`src/rtl/frame_receiver.sv`:
```
// Serial frame receiver: synchronises MCU sclk/data/latch, shifts in frames and commits them to segment/anode outputs.
// Optional checksum byte appended to each frame when FRAME_CHECKSUM_EN is defined.
module frame_receiver #(
    parameter int SYNC_STAGES = 2,
    parameter int TIMEOUT     = 4096
) (
    input  logic        clk,
    input  logic        rst,
    input  logic        sclk,
    input  logic        data,
    input  logic        latch,
    output logic [27:0] red_seg,
    output logic [27:0] grn_seg,
    output logic [23:0] led_an,
    output logic        frame_valid,
    output logic        frame_err,
    output logic [1:0]  err_cause,
    output logic        busy
);

`ifdef FRAME_CHECKSUM_EN
    localparam int FW = 104;
`else
    localparam int FW = 96;
`endif
    localparam logic [6:0] FRAME_LEN = 7'(FW);
    localparam int TW = $clog2(TIMEOUT + 1);

`ifdef FRAME_CHECKSUM_EN
    function automatic logic [7:0] byte_xor(input logic [95:0] p);
        logic [7:0] acc;
        acc = 8'h00;
        for (int i = 0; i < 12; i++) begin
            acc = acc ^ p[8*i +: 8];
        end
        return acc;
    endfunction
`endif

    logic [SYNC_STAGES-1:0] sclk_sync, data_sync, latch_sync;
    logic          sclk_d, latch_d, data_d;
    logic          sclk_rise, latch_rise;
    logic [FW-1:0] shreg;
    logic [6:0]    bit_cnt;
    logic [TW-1:0] idle_cnt;
    logic [95:0]   payload;
    logic          cks_ok;
    logic [27:0]   next_red, next_grn;
    logic [23:0]   next_an;
    logic [15:0]   pad_unused;

    // Pin synchronisers plus the registered edge detectors; data is delayed to stay aligned with the sclk edge
    always_ff @(posedge clk) begin
        if (rst) begin
            sclk_sync  <= '0;
            data_sync  <= '0;
            latch_sync <= '0;
            sclk_d     <= 1'b0;
            latch_d    <= 1'b0;
            data_d     <= 1'b0;
            sclk_rise  <= 1'b0;
            latch_rise <= 1'b0;
        end else begin
            sclk_sync  <= {sclk_sync[SYNC_STAGES-2:0], sclk};
            data_sync  <= {data_sync[SYNC_STAGES-2:0], data};
            latch_sync <= {latch_sync[SYNC_STAGES-2:0], latch};
            sclk_d     <= sclk_sync[SYNC_STAGES-1];
            latch_d    <= latch_sync[SYNC_STAGES-1];
            data_d     <= data_sync[SYNC_STAGES-1];
            sclk_rise  <= sclk_sync[SYNC_STAGES-1] & ~sclk_d;
            latch_rise <= latch_sync[SYNC_STAGES-1] & ~latch_d;
        end
    end

    // Unpack the payload into per-digit colour and anode fields; padding bits are dropped
    always_comb begin
        next_red   = 28'h0;
        next_grn   = 28'h0;
        next_an    = 24'h0;
        pad_unused = 16'h0;
`ifdef FRAME_CHECKSUM_EN
        payload = shreg[103:8];
        cks_ok  = (byte_xor(payload) == shreg[7:0]);
`else
        payload = shreg[95:0];
        cks_ok  = 1'b1;
`endif
        for (int n = 0; n < 4; n++) begin
            next_red[7*n +: 7]   = payload[24*n + 16 +: 7];
            next_grn[7*n +: 7]   = payload[24*n + 8 +: 7];
            next_an[6*n +: 6]    = payload[24*n +: 6];
            pad_unused[4*n +: 4] = {payload[24*n + 23], payload[24*n + 15], payload[24*n + 7], payload[24*n + 6]};
        end
    end

    // Frame state: latch evaluation wins over a coincident sclk bit, then shifting, then the idle timeout
    always_ff @(posedge clk) begin
        if (rst) begin
            shreg       <= '0;
            bit_cnt     <= 7'd0;
            idle_cnt    <= '0;
            red_seg     <= 28'h0;
            grn_seg     <= 28'h0;
            led_an      <= 24'h0;
            frame_valid <= 1'b0;
            frame_err   <= 1'b0;
            err_cause   <= 2'b00;
        end else begin
            frame_valid <= 1'b0;
            frame_err   <= 1'b0;
            if (latch_rise) begin
                bit_cnt  <= 7'd0;
                idle_cnt <= '0;
                if (bit_cnt != FRAME_LEN) begin
                    frame_err <= 1'b1;
                    err_cause <= 2'b01;
                end else if (!cks_ok) begin
                    frame_err <= 1'b1;
                    err_cause <= 2'b10;
                end else begin
                    red_seg     <= next_red;
                    grn_seg     <= next_grn;
                    led_an      <= next_an;
                    frame_valid <= 1'b1;
                    err_cause   <= 2'b00;
                end
            end else if (sclk_rise) begin
                shreg    <= {shreg[FW-2:0], data_d};
                bit_cnt  <= (bit_cnt == 7'd127) ? bit_cnt : bit_cnt + 7'd1;
                idle_cnt <= '0;
            end else if (busy) begin
                if (idle_cnt == TW'(TIMEOUT - 1)) begin
                    bit_cnt  <= 7'd0;
                    idle_cnt <= '0;
                end else begin
                    idle_cnt <= idle_cnt + TW'(1);
                end
            end else begin
                idle_cnt <= '0;
            end
        end
    end

    assign busy = (bit_cnt != 7'd0);

endmodule
```
`config.mk`:
```
export PLATFORM = sky130hd
export DESIGN_NAME = frame_receiver
export DESIGN_NICKNAME = d
export VERILOG_FILES = /design/src/rtl/frame_receiver.sv
export SDC_FILE = /design/constraint.sdc
export NUM_CORES = 1
export LEC_CHECK = 0
export CAP_MARGIN = 20
export CORE_MARGIN = 5
export CORE_UTILIZATION = 59
export CTS_CLUSTER_DIAMETER = 80
export DETAILED_ROUTE_END_ITERATION = 10
export PLACE_DENSITY_LB_ADDON = 0.3
export SLEW_MARGIN = 20
export SYNTH_ARGS = -nofsm -noshare
export SYNTH_HDL_FRONTEND = slang
export SYNTH_SLANG_ARGS = --single-unit
```
`constraint.sdc`:
```
create_clock -name clk -period 4.25 [get_ports clk]
set_clock_uncertainty 0.2 [all_clocks]
set_input_delay 0.85 -clock clk [delete_from_list [all_inputs] [get_ports clk]]
set_output_delay 0.85 -clock clk [all_outputs]
set_load 0.01 [all_outputs]
```
==> flow_summary.toml <==
[status]
status = "complete, no violations"

[synthesis]
synth.ff_latch_count = 209
synth_top_family_by_area = "simple AND/OR/NAND/NOR gates"
ys_types = 39
synth_xor_area_share_pct = 1.19
synth_fa_ha_area_share_pct = 0.510
yosysWarningCount = 0
seq_area_frac_synth_pct = 56.8
post_synth.cell_area_avg_sq_um = 8.13
synth_area_leaders = "dfxtp_1, nand2_1, a21oi_1"
synthCells = 906
synth_nets = 914
synth_top_area_share_pct = 56.8
muxShareOfSynthArea_pct = 0.136
synth_compound_gate_area_share_pct = 13.6
synth-simple-area-share_pct = 23.2
netlist_area_sq_um = 7360
yosysTopAreaCell = "dfxtp_1"

[critical_path]
critPathLaunchType = "flip-flop"
cp_num_cells = 5
cpPeakStageDelay_ps = 490
crit_slowest_cell = "clkdlybuf4s50_1"
crit_start = "bit_cnt[0]"
timing_worst_setup_path_type = "reg -> out"
end_kind = "output port"
r2r_end = "grn_seg[13]"
cp_max_fo = 6
path_buf_inv = 2
path_cells = "inv_1 > ha_1 > nor4b_4 > nand2_1 > clkdlybuf4s50_1"
cp_top_family = "buffers and inverters"
cp-endpoint = "busy"
reg2reg_depth = 7
critPathRequiredTime_ps = 3200
cp.arrival_ps = 1960
r2r-start = "bit_cnt[0]"
rrSetupSlack_ps = 1450

[cells_and_area]
synthToLayoutAreaGrowth_pct = 20.5
diodes = 0
final_cell_mix = "nand2_1, dfxtp_1, a21oi_1"
drive_gt1_share_pct = 4.93
nets = 969
final_common_cell = "nand2_1"

[clock_network]
cts_resized = 0
cts.clk_slew.worst_paths_ps = 60
htreeDepth = 1
cts_buffers = 21
cts.sinks = 209
tritoncts = "done"
ctsHoldBuffers = 0
clk_path_buf_depth = 3
clkLatencyLatePin_ps = 480
cts_setup_buffers = 0
root_buffer = "clkbuf_16"

[pwr]
seq_power_share_pct = 52.1
p_int_mw = 3.01
p_sw_share_pct = 20.2
p_comb_share_pct = 1.6
p_per_area_nw_per_um2 = 426
switchingPower_uw = 764
ir_drop_uv = 321
p_leak_nw = 2.86
clockPowerShare_pct = 46.3

[global_route]
grt_overflow = 0
grtUsageTotal_pct = 19.9
grt_pass1_wl_um = 25100
grt_max_degree = 96
grt_pass1_vias = 5522
antenna_found_initial = 0

[hold_path]
min_path_cells = 1
holdCritPathClass = "reg -> reg"

[timing]
slew_headroom_pct = 30.0
worst_slack_ps = 1240
tns_ps = 0
finalCriticalPeriod_ps = 3010
hold_viol_final = 0
finalSetupViolCount = 0
fmax_ghz = 0.332
drv_slew = 0
period_share_pct = 70.8
rsz0062_at_grt = "false"
tightestPinTransition_ps = 1050

[die]
start_util_pct = 60.8
die_w_um = 122
die-area_sq_um = 14800
design.portCount = 90
die_h_um = 122
core-area_sq_um = 12100
rows = 40

[placement]
dp_hpwl_um = 8830
pre_cts_ws_ps = 1450
port_buffers = 88
gp_congestion = 0.802

[detailed_routing]
post-route-drc-count = 0
vias = 5917
drtIter0Drc = 558
avgViaCountPerCell = 5.19
detail_route.first_pass.iterations = 4
wl_um = 14900
wire_per_inst_um = 13.0
ant_nets = 0

[run]
drv_cap = 0
layout make-up:
cell class	instances	area, sq um
Timing Repair Buffer	95	935
Fill cell	951	3240
Multi-Input combinational cell	629	2860
Inverter	5	18.8
Tap cell	168	210
Sequential cell	209	4180
Clock buffer	28	592
Clock inverter	7	67.6
flip-flops by register name, indices dropped and copies added, names as in the netlist, 2 cells and up:
signal	flops
payload	95
grn_seg	28
red_seg	28
led_an	24
idle_cnt	13
bit_cnt	7
data_sync	2
latch_sync	2
sclk_sync	2
routing by layer:
metal,track usage (%),wire length [um],up-vias
met5,0,0,-
met4,5.39,272,0
met3,3.44,532,24
met2,34.5,7350,106
met1,25.6,6730,2746
li1,-,-,3041
stage by stage:
stage	cells	utilization, %	total power [mW]	hold WS, ps	instance area (sq um)
2_1_floorplan	906	-	2.06	167	7360
3_3_place_gp	1106	67.8	2.07	170	8210
3_5_place_dp	1106	67.8	2.07	172	8210
4_1_cts	1141	73.2	3.80	181	8870
5_1_grt	1141	73.2	3.90	207	8870
6_report	1141	73.2	3.78	181	8870
cell usage after synthesis:
cell type and n:
buf_6 9, xnor2_1 9, nor2b_1 12, o311a_1 1
a211oi_1 1, o211ai_1 2, nor2_1 19, o21ai_0 1
o2111ai_1 1, buf_2 1, o22ai_1 2, o21ai_2 1
nand2_2 1, nand3b_1 2, and4_1 1, buf_4 2
a21o_1 2, inv_1 5, or4_1 3, nor4b_4 1
ha_1 3, o221a_2 1, dfxtp_1 209, a311oi_1 2
nand3_1 8, a21oi_1 176, or2_2 1, clkbuf_1 44
nand4_1 6, nor4_1 1, nor3_1 4, and3_1 2
mux2i_1 1, conb_1 1, xor2_1 1, nand2_1 360
buf_1 7, nand2b_1 2, a31oi_1 1
worst min-delay path by stage:
stage / startpoint / to / slack (ps)
4_1_cts: sclk_d / sclk_rise / 180
3_5_place_dp: sclk_d / sclk_rise / 170
2_1_floorplan: latch_d / latch_rise / 170
6_report: sclk_d / sclk_rise / 180
3_3_place_gp: latch_d / latch_rise / 170
5_1_grt: sclk_d / sclk_rise / 210
logic make-up after synthesis:
family	after synthesis
buffers and inverters	68
muxes	1
adders and majority gates	3
and+or+nand+nor	423
other	1
xor gates and xnor gates	10
AOI/OAI and AO/OA	191
DFF	209
power groups by stage:
stage | Sequential (mW) | Combinational, mW | Clock [mW]
finish | 1.97 | 0.0590 | 1.75
global route | 1.97 | 0.0658 | 1.87
CTS | 1.97 | 0.0589 | 1.78
detailed placement | 2.01 | 0.0589 | 0
global placement | 2.01 | 0.0595 | 0
floorplan | 2.01 | 0.0479 | 0
(Power assumes the default switching activity.)
